<file path="src/rtl/eth_std_main_system_button_event_master.sv">
`default_nettype none
// ============================================================================
// Module   : eth_std_main_system_button_event_master
// Brief    : Avalon-MM initiator servicing an edge-capture button PIO and
//            forwarding captured edges as a valid/ready event stream.
// Revision : 1.0
// ============================================================================
module eth_std_main_system_button_event_master #(
   parameter int unsigned           WIDTH          = 3,
   parameter logic [WIDTH-1:0]      IRQ_MASK       = '1,
   parameter int unsigned           HOLDOFF_CYCLES = 0
) (
   input  logic              clk,
   input  logic              reset,
   output logic [1:0]        address,
   output logic              chipselect,
   output logic              write_n,
   output logic [31:0]       writedata,
   input  logic [31:0]       readdata,
   input  logic              irq,
   output logic              evt_valid,
   output logic [WIDTH-1:0]  evt_data,
   input  logic              evt_ready,
   output logic [15:0]       evt_count
);

   localparam int HW = (HOLDOFF_CYCLES > 1) ? $clog2(HOLDOFF_CYCLES) : 1;

   typedef enum logic [2:0] {
      S_INIT = 3'd0,
      S_IDLE = 3'd1,
      S_RD   = 3'd2,
      S_CAP  = 3'd3,
      S_EMIT = 3'd4,
      S_HOLD = 3'd5
   } state_t;

   state_t           r_state, w_state_nxt;
   logic [1:0]       r_address, w_address;
   logic             r_cs, w_cs;
   logic             r_wn, w_wn;
   logic [31:0]      r_wdata, w_wdata;
   logic             r_evt_valid, w_evt_valid;
   logic [WIDTH-1:0] r_evt_data, w_evt_data;
   logic [15:0]      r_evt_count, w_evt_count;
   logic [HW-1:0]    r_hold, w_hold;
   logic [31:0]      w_unused_rd;
   logic [WIDTH-1:0] w_sample;

   assign w_unused_rd = readdata;
   assign w_sample    = w_unused_rd[WIDTH-1:0] & IRQ_MASK;

   // Bus outputs are computed for the state being entered, so each access
   // appears on the registered outputs for exactly the cycle after the decision.
   always_comb begin
      w_state_nxt = r_state;
      w_address   = 2'd0;
      w_cs        = 1'b0;
      w_wn        = 1'b1;
      w_wdata     = 32'd0;
      w_evt_valid = r_evt_valid;
      w_evt_data  = r_evt_data;
      w_evt_count = r_evt_count;
      w_hold      = r_hold;
      case (r_state)
         S_INIT: begin
            w_cs        = 1'b1;
            w_wn        = 1'b0;
            w_address   = 2'd2;
            w_wdata     = 32'(IRQ_MASK);
            w_state_nxt = S_IDLE;
         end
         S_IDLE: begin
            if (irq) begin
               w_cs        = 1'b1;
               w_address   = 2'd3;
               w_state_nxt = S_RD;
            end
         end
         S_RD: begin
            w_cs        = 1'b1;
            w_wn        = 1'b0;
            w_address   = 2'd3;
            w_state_nxt = S_CAP;
         end
         S_CAP: begin
            w_evt_data = w_sample;
            if (w_sample != '0) begin
               w_evt_valid = 1'b1;
               w_state_nxt = S_EMIT;
            end else begin
               w_state_nxt = S_IDLE;
            end
         end
         S_EMIT: begin
            if (r_evt_valid && evt_ready) begin
               w_evt_valid = 1'b0;
               w_evt_count = r_evt_count + 16'd1;
               if (HOLDOFF_CYCLES > 0) begin
                  w_hold      = HW'(HOLDOFF_CYCLES - 1);
                  w_state_nxt = S_HOLD;
               end else begin
                  w_state_nxt = S_IDLE;
               end
            end
         end
         S_HOLD: begin
            if (r_hold == '0) begin
               w_state_nxt = S_IDLE;
            end else begin
               w_hold = r_hold - HW'(1);
            end
         end
         default: w_state_nxt = S_INIT;
      endcase
   end

   always_ff @(posedge clk) begin
      if (reset) begin
         r_state     <= S_INIT;
         r_address   <= 2'd0;
         r_cs        <= 1'b0;
         r_wn        <= 1'b1;
         r_wdata     <= 32'd0;
         r_evt_valid <= 1'b0;
         r_evt_data  <= '0;
         r_evt_count <= 16'd0;
         r_hold      <= '0;
      end else begin
         r_state     <= w_state_nxt;
         r_address   <= w_address;
         r_cs        <= w_cs;
         r_wn        <= w_wn;
         r_wdata     <= w_wdata;
         r_evt_valid <= w_evt_valid;
         r_evt_data  <= w_evt_data;
         r_evt_count <= w_evt_count;
         r_hold      <= w_hold;
      end
   end

   assign address    = r_address;
   assign chipselect = r_cs;
   assign write_n    = r_wn;
   assign writedata  = r_wdata;
   assign evt_valid  = r_evt_valid;
   assign evt_data   = r_evt_data;
   assign evt_count  = r_evt_count;

endmodule
`default_nettype wire
</file>
<file path="config.mk">
export PLATFORM = sky130hd
export DESIGN_NAME = eth_std_main_system_button_event_master
export DESIGN_NICKNAME = d
export VERILOG_FILES = /design/src/rtl/eth_std_main_system_button_event_master.sv
export SDC_FILE = /design/constraint.sdc
export NUM_CORES = 1
export LEC_CHECK = 0
export BUFFER_PORTS_ARGS = -buffer_cell sky130_fd_sc_hd__buf_2
export CORE_MARGIN = 1
export CORE_UTILIZATION = 44
export CTS_CLUSTER_DIAMETER = 100
export DETAILED_ROUTE_END_ITERATION = 10
export PLACE_DENSITY = 0.83
export SYNTH_ARGS = -nofsm -noshare
export SYNTH_HDL_FRONTEND = slang
export SYNTH_SLANG_ARGS = --single-unit
</file>
<file path="constraint.sdc">
create_clock -name clk -period 3.55 [get_ports clk]
set_clock_uncertainty 0.1 [all_clocks]
set_input_delay 0.1775 -clock clk [delete_from_list [all_inputs] [get_ports clk]]
set_output_delay 0.1775 -clock clk [all_outputs]
set_load 0.005 [all_outputs]
</file>
Yosys cells after proc, flatten, opt, wreduce, memory -nomap -nowiden
Cells that the tools add are included.
{"block": "word_totals", "reg_bits": 60, "latchBits": 0, "ram_bits": 0, "romBits": 0, "in_bits": 36, "mem_count": 0}
{"block": "classes", "add_sub_neg": 2, "n_mul": 0, "div": 0, "n_lt_le_gt_ge": 0, "n_eq_ne": 9, "shifts": 0, "mux": 15, "bitwise": 0, "n_reduce_logical": 8}
{"operator": "$pmux 3 s6", "n": 1}
{"operator": "$add 16x1->16 const B", "n": 1}
{"operator": "$mux 3", "n": 5}
{"operator": "$ne 2x2->1 const B", "n": 4}
{"operator": "$eq 3x2->1 const B", "n": 2}
{"operator": "$eq 3x3->1 const B", "n": 2}
{"operator": "$pmux 2 s3", "n": 1}
{"operator": "$reduce_and 3->1", "n": 2}
{"operator": "$mux 1", "n": 5}
{"operator": "$pmux 1 s2", "n": 2}
{"operator": "$eq 3x1->1 const B", "n": 1}
{"operator": "$logic_not 3->1", "n": 1}
{"operator": "$reduce_bool 3->1", "n": 1}
{"operator": "$mux 2", "n": 1}
{"operator": "$reduce_and 2->1", "n": 1}
{"operator": "$reduce_bool 2->1", "n": 1}
{"operator": "$reduce_or 2->1", "n": 1}
{"operator": "$logic_and 1x1->1", "n": 1}
{"operator": "$sub 1x1->1 const B", "n": 1}

Logic depth before layout (Yosys ltp)
Gate-level depths: netlist of the first run.
{"block": "logic_depth", "ltp_word": 3, "depth_mapped": 5, "mapped_depth_nobuf": 5}

Worst setup path after synthesis of the first run
No wires, ideal clock.
{"block": "synth_path", "kind": "register -> register", "startpoint": "register r_state[1]", "endpoint": "register r_evt_count[15], in the netlist evt_count[15]", "arrival_time_ns": 1.845, "required_ns": 3.380, "path_slack_ns": 1.535, "path_stages_with_launch": 6, "path_buffers": 1, "synth_period_minus_slack_ns": 2.015, "cell_sequence": "dfxtp_1 buf_6 or3b_4 or4b_4 or3_1 a21oi_1"}
{"block": "synth_between", "elab_chain_len": 2}
{"element": "from (decl)", "line": "38", "text": "state_t r_state, w_state_nxt;"}
{"element": "from (signal assigned)", "line": "130", "text": "r_state <= w_state_nxt;"}
{"element": "$eq 3x3->1", "line": "65", "text": "case (r_state)"}
{"element": "$reduce_and 2->1 (no source line)"}
{"element": "to (signal assigned)", "line": "137", "text": "r_evt_count <= w_evt_count;"}
{"element": "to (decl)", "line": "45", "text": "logic [15:0] r_evt_count, w_evt_count;"}
Every way passes these cells.
A chain may end at the register's enable or synchronous reset.

Final worst setup path of the first run
{"block": "layout_path", "startpoint": "register r_state[2]", "endpoint": "register r_evt_count[12], in the netlist evt_count[12]"}
Same word-level chain as after synthesis.

==> summary by stage, run 1 <==
Outcome
The flow ran to the end, and the final reports show no timing, DRC or antenna violations.

Timing
The max-slew violation count is 0. The maximum clock rate is 0.454 GHz. At the pin with the least slew margin, the transition time is 817 ps. After routing, the total negative slack on setup checks comes to 0 ps. The final period utilization is 0.620.

The number of failing hold endpoints at the final stage is 0. Headroom to the max-slew limit came out at 0.450. Setup repair after global routing left no endpoint under its margin. The routed design could run at a clock period as short as 2200 ps.

Setup violations remaining at the end of the flow were counted as 0.

Setup path
The cell type group with the largest total delay on the critical path is simple AND/OR/NAND/NOR gates. The number of buffers and inverters on the critical path is 0. The startpoint of the lowest-slack register-to-register path is r_state[2]$_SDFFE_PP0P_. In this run the worst setup path begins at r_state[2]$_SDFFE_PP0P_.

The endpoint required time on the critical path is 3650 ps. The cell type of the slowest stage on the worst timing path is nor4_1. Walking the worst path, the cells encountered are or3b_4 > nor4_1 > a31o_2 > a21oi_1. The category of the worst setup path launch point is a flip-flop. At the worst endpoint, the arrival time is 2300 ps. The largest stage delay on the critical path is 740 ps. The critical path class is reg -> reg. Of all nets on the critical path, the largest fanout is 9. The type of element capturing the critical path is a flip-flop.

CTS
The maximum root-to-sink buffer count is 2. Once the clock tree was built, the setup fixing pass inserted 0 buffers. After clock tree synthesis, the repair step resized 0 gates. For the worst-skew pair, the clock arrives at the later sink with an insertion delay of 310 ps. The number of levels the H-tree was split into is 1. In this run, post-CTS hold repair placed 2 buffers.

Clock-pin slew was measured on the worst setup and hold paths at 140 ps. The clock root buffer master is clkbuf_4. The TritonCTS clock tree is yes. Counting every sink on the clock net gives 28. The CTS buffer count is 3.

Pwr
The switching power is 0.120 mW. The share of power burned in the clock network is 0.247. VDD sags by at most about 0.00012 V. The sequential share of power is 0.660. The combinational share of power is 0.093. Cell internal power was estimated by the tool at 0.384 mW. The switching share of power is 0.238. The leakage power of the design is 0.675 nW. The post-route total power is approximately 0.50 mW. The power density over the cells is 333 nW/um^2.

Drt
For this block, the initial DRC count from the detailed router was 18. The remaining antenna violation count after routing is 0. For this run, design rule violations remaining after detail routing come to 0. The final wirelength is 2300 um. In the final routed layout, each cell accounts on average for 9.80 um. The number of vias in the routed layout is ~1100. Dividing the detail-routed via count by the number of cells gives 4.64.

The first-pass iteration count of the detailed router is 4.

Floorplan
In this run the vertical extent of the chip is 58.6 um. The placeable core region is roughly 3000 um^2. The die is about 59 um wide. The number of rows created at floorplan is 20. The I/O pin total is 92. The die covers roughly 3400 um^2. The initial utilization of the core area, before any placement, comes to 0.461.

Layout
The relative area change from synthesis to final layout is 7.47%. The share of final-layout standard cells stronger than drive strength 1 is 0.209. In the final design database the tool counted 230 nets. In the final layout, the multi-input gates occupy 682 um^2. The sequential cells in the finished layout cover a total of 561 um^2. The number of antenna diodes in the final layout is 0. The count of filler cells inserted in the layout is 315. Excluding fillers, the count of instances in the completed layout stands at 235. Leaving out fill and tap cells, the most frequent cell in the layout is buf_2. In the layout the commonest cells are 33 x buf_2, 29 x conb_1, 28 x dfxtp_1. The core utilization of the finished layout is 0.495.

Place
The wire-length estimate of the detail-placed layout is 1700 um. The count of input and output buffers is 33. The final weighted congestion in routability-driven placement is 0.778. The total instance count after detailed placement is 230.

Logic synthesis
Of the synthesized area, sequential elements account for 0.398. Yosys mapped a number of flops with a built-in enable equal to 0. After synthesis the netlist holds a flip-flop and latch count of 28. The cell taking the most area after synthesis is dfxtp_1. The mean cell area of the mapped netlist is 8.74 um^2.

The number of cells produced by synthesis is 161. The most used flip-flop cell after synthesis is dfxtp_1. The synthesized cell area is 1410 um^2. Sorting the synthesized cells by area gives the leading types as dfxtp_1 40%, buf_4 17%, a21oi_1 4.6%.

The count of yosys warnings during synthesis is 0. The area fraction of the dominant cell type after synthesis is 0.398. The number of unique standard cell types used by synthesis is 30.

Counting flops with an async set or reset pin after synthesis yields a share of 0.

Hold path
The tightest min-delay check is of the in -> reg type. The startpoint of the lowest-slack hold path is readdata[0].

Global route
Entering global routing, the biggest net connects 28 pins. The via count of the first global-routing pass is 881. The initial antenna violation count came to 0. The combined global-route utilization of all metal layers is 0.140.

The first-pass GRT wire length is 3750 um. Summed over all layers, the global routing overflow is 0.

Run
The count of maximum capacitance violations is 0.
-- flip-flops by register name, summed over array words and instances (netlist names) --
register,flops
evt_valid,1
writedata,1
address,2
evt_count,16
chipselect,1
evt_data,3
r_state,3
write_n,1
-- Yosys cell counts (2+ instances only) --
cell,instances
xnor2_1,4
buf_4,32
nor3b_1,2
dfxtp_1,28
a21oi_1,13
o21ai_0,7
mux2i_1,5
nor2_1,13
and4_1,3
nand2_1,6
nor3_1,6
or3_1,8
nand3_1,7
nand4_1,5
inv_1,2
nor2b_1,2
clkbuf_1,3
xor2_1,3
-- power by group through the flow --
stage	registers (mW)	clock network (mW)	logic (mW)
finish	0.332	0.124	0.0469
global route	0.334	0.142	0.0533
CTS	0.332	0.132	0.0464
detailed placement	0.339	0	0.0447
global placement	0.339	0	0.0436
floorplan	0.337	0	0.0586
-- through the flow --
stage,worst slack (ps),hold WS [ps],area [um^2]
floorplan,1530,221,1510
CTS,1320,1.05,1510
global placement,1350,317,1470
detailed placement,1350,331,1470
finish,1350,11.8,1510
global route,1090,12.9,1510
-- path summary, 6_finish.rpt --
path	endpoint	slack (ps)	depth (start not counted)
worst max-delay path	evt_count[12]$_SDFFE_PP0P_	1350	4
worst max register to register	evt_count[12]$_SDFFE_PP0P_	1350	4
worst min-delay path	evt_data[0]$_SDFFE_PP0P_	10	3
worst min register to register	evt_count[15]$_SDFFE_PP0P_	400	2
-- worst register-to-register path, stage by stage, from the launching register on --
cell and delay [ps]:
dfxtp_1 490, or3b_4 460, nor4_1 740, a31o_2 250, a21oi_1 50
-- area by class of cell --
class | instances | area share
tap | 44 | 0.0364
multi-input combinational | 123 | 0.451
inverter | 2 | 0.00496
clock buffer | 3 | 0.0149
timing repair buffer | 35 | 0.122
sequential | 28 | 0.371
-- routing by layer --
metal  track usage  up-vias  wire length [um]
met4        0.0476        0                11
met1         0.182      498              1130
li1              -      556                 -
met3        0.0352        2               109
met5             0        -                 0
met2         0.228       35              1050
-- cells by family (layout without fill, tap and decap cells) --
kind of cell	count (synthesis)	in the layout	synth area share
AO/OA/AOI/OAI	22	22	0.0844
buffers and inverters	38	40	0.192
AND/OR/NAND/NOR	59	59	0.235
other	1	29	0.00266
XOR/XNOR	7	7	0.0436
flip-flops	28	28	0.398
adder cells (fa/ha/maj)	1	1	0.00889
multiplexers	5	5	0.0356
(Power assumes the default switching activity.)
==> inputs of run 2 (changes only) <==
--- a/config.mk
+++ b/config.mk
@@ -7,10 +7,10 @@
 export LEC_CHECK = 0
 export BUFFER_PORTS_ARGS = -buffer_cell sky130_fd_sc_hd__buf_2
 export CORE_MARGIN = 1
-export CORE_UTILIZATION = 44
+export CORE_UTILIZATION = 38
 export CTS_CLUSTER_DIAMETER = 100
 export DETAILED_ROUTE_END_ITERATION = 10
-export PLACE_DENSITY = 0.83
+export PLACE_DENSITY = 0.76
 export SYNTH_ARGS = -nofsm -noshare
 export SYNTH_HDL_FRONTEND = slang
 export SYNTH_SLANG_ARGS = --single-unit
==> constraint.sdc (replaced) <==
create_clock -name clk -period 2 [get_ports clk]
set_clock_uncertainty 0.1 [all_clocks]
set_input_delay 0.1 -clock clk [delete_from_list [all_inputs] [get_ports clk]]
set_output_delay 0.1 -clock clk [all_outputs]
set_load 0.005 [all_outputs]
==> run 2 against run 1 <==
Via count rose by 5.7%. Critical path type unchanged. Final cell count rose by 6.8%. First-iteration DRC count rose to 3.0 times the previous value. Hold slack improved by 70 ps. Sequential cell count did not move. Die area rose by 15%. Clock power rose to 2.7 times the previous value. Core utilization fell by 1.7 points. Critical path depth did not move. Combinational power rose by 120%.
==> summary by stage, run 2 (same netlist as run 1, synthesis figures left out) <==
CTS
The number of levels the H-tree was split into is 1 (unchanged). The clock net sink count came to 28 (unchanged). The CTS clock-pin slew for the worst setup and hold paths is 90 ps (-50 ps). The maximum root-to-sink buffer count is 2 (unchanged). The insertion delay to the later sink of the worst-skew pair is 270 ps (-40 ps). The TritonCTS clock tree is yes. The post-CTS setup-driven buffer insertion count came to 0 (unchanged).

The CTS buffer count is 3 (unchanged). Clock tree synthesis selected as its root buffer the cell clkbuf_8.

Layout
The count of placed standard cells in the final layout, fillers left out is 251 (+6.8%). The top cell types in the final layout, fill and taps aside, are 33 x buf_2, 29 x conb_1, 28 x dfxtp_1. The number of flip-flops under the largest register name is 16 (unchanged). The relative area change from synthesis to final layout is 17.1%. The final instance area is 1650 um^2 (+8.9%).

The count of filler cells inserted in the layout is 357 (+13%). The share of final-layout standard cells stronger than drive strength 1 is 0.259 (+0.0491). The most common library cell in the layout ignoring fill and taps is buf_2. The net count reported at finish is 243 (+5.7%).

The count of inserted antenna diode cells came to 0 (unchanged).

Timing
The total negative slack came to 0 ps (unchanged). The final period utilization is 0.943 (+0.323). The number of failing hold endpoints at the final stage came to 0 (unchanged). The final setup violation count is 0 (unchanged). The maximum clock rate was 0.530 GHz (+17%).

The post-layout worst setup margin was 114 ps (-1230 ps). The max-slew violation count is 0 (unchanged). The final critical path time including I/O delays and setup is 1890 ps (-316 ps). Setup repair after global routing left no endpoint under its margin.

Setup path
The setup slack of the worst register-to-register path is 110 ps (-1230 ps). The number of cells traversed by the worst register-to-register path is 4 (unchanged). The category of the worst setup path launch point is a flip-flop. The endpoint required time on the critical path is 2100 ps (-1550 ps). The type of element capturing the critical path is a flip-flop. The critical path class is reg -> reg. The arrival time at the worst endpoint is 1990 ps (-310 ps). The largest stage delay on the critical path came to 520 ps (-220 ps). The startpoint of the lowest-slack register-to-register path is r_state[1]$_SDFFE_PP0P_.

Traced cell by cell, the critical path runs through or3b_4 > or4b_4 > or3_1 > a21oi_1. In this run the critical register-to-register path is captured at evt_count[15]$_SDFFE_PP0P_. The highest fanout seen on the critical path came to 6 (-3). The cell type of the slowest stage on the worst timing path is or4b_4.

Hold path
The worst hold path terminates at r_state[0]$_SDFFE_PP0P_. The worst hold path belongs to the class in -> reg. The cell depth of the worst hold path was 4 (+1).

The worst hold path begins at irq.

Drt
The remaining antenna violation count after routing is 0 (unchanged). The number of DRC violations after detailed routing is 0 (unchanged). The final wirelength came to 2520 um (+9.3%). The first-pass iteration count of the detailed router is 4 (unchanged). The number of vias in the routed layout was 1153 (+5.7%).

The via density per instance is 4.59 (-1.1%). The average wire per cell in the routed design came to 10.0 um (+2.3%). The detailed router's first-iteration violation count is 54 (+36).

Global route
The residual overflow from global routing is 0 (unchanged). The first-pass GRT wire length is 4370 um (+17%). The largest net degree at the start of global routing is 28 (unchanged). The combined global-route utilization of all metal layers is 0.136 (-0.00418).

The met1 layer usage reported by global route is 0.170 (-0.0118). The initial antenna violation count came to 0 (unchanged). The layer carrying the most global-route usage is met2. The global-route met3 utilization is 0.0310 (-0.00414). The met2 demand-to-capacity share in global routing came to 0.228 (+0.000252). The via count of the first global-routing pass is 1014 (+15%).

Place
The placed wire-length estimate is 1870 um (+9.9%). The cell area after placement came to 1560 um^2 (+6.3%). The final weighted congestion in routability-driven placement came to 0.791 (+1.7%). The count of input and output buffers is 33 (unchanged).

The worst setup slack after placement is 116 ps (-1230 ps). The total instance count after detailed placement is 244 (+6.1%).

Floorplan
The width of the die is 62.9 um (+7.3%). The area enclosed by the die boundary is 3950 um^2 (+15%). The placeable core region is 3440 um^2 (+13%).

The effective utilization at floorplan is 0.409 (-0.0521). The I/O pin total is 92 (unchanged). The number of rows created at floorplan is 21 (+5.0%).

The die outline height came to 62.9 um (+7.3%).

Pwr
The worst ir drop on vdd is 0.000239 V (+96%). The leakage power of the design is 0.757 nW (+12%). The power density over the cells came to 620 nW/um^2 (+86%).

Outcome
The flow ran to the end, and the final reports show no timing, DRC or antenna violations.

Run
The count of maximum capacitance violations is 0 (unchanged).
## run 2: routing by layer
layer  routed length (um)  part of all wire
met1                 1200              0.48
met2                 1160              0.46
met3                  132             0.052
met4                   29             0.012
met5                    0                 0
## run 2: layout make-up
type	instances	area, um^2	share of cell area
multi-input cells	123	682	0.414
flip-flops and latches	28	561	0.340
repair buffers	48	285	0.173
well taps	46	57.6	0.0349
clock buffers	4	55.1	0.0334
inverters	2	7.51	0.00456
## run 2: through the flow
step,hold WS (ps),total power [mW],util
after detailed placement,256,0.691,0.454
after floorplan,144,0.703,-
after CTS,80.9,1.04,0.479
after global placement,239,0.689,0.454
final,81.6,1.02,0.479
after global routing,109,1.08,0.479
## run 2: how the worst max path moves through the flow
stage                                       start                         end  slack, ps
after floorplan           r_state[1]$_SDFFE_PP0P_  evt_count[15]$_SDFFE_PP0P_         40
after global placement    r_state[1]$_SDFFE_PP0P_  evt_count[15]$_SDFFE_PP0P_        140
after detailed placement  r_state[2]$_SDFFE_PP0P_  evt_count[15]$_SDFFE_PP0P_        120
after CTS                 r_state[2]$_SDFFE_PP0P_  evt_count[15]$_SDFFE_PP0P_        100
after global routing      r_state[2]$_SDFFE_PP0P_  evt_count[15]$_SDFFE_PP0P_         40
final                     r_state[1]$_SDFFE_PP0P_  evt_count[15]$_SDFFE_PP0P_        110
## run 2: timing repair
action | 4_1_cts | 5_1_grt
endpoints found under the hold margin | 3 | 0
gates resized for setup | 0 | 0
hold buffers | 3 | 0
## run 2: critical path, delay by kind of cell (launching register included)
family             cells  cell delay (ps)
DFF                    1              320
and+or+nand+nor        3             1260
AOI/OAI and AO/OA      1              140
## run 2: report_power, final
part / switching (mW) / internal [mW]
Clock: 0.163 / 0.176
Sequential: 0.00613 / 0.575
Combinational: 0.0578 / 0.0443
Total: 0.227 / 0.795
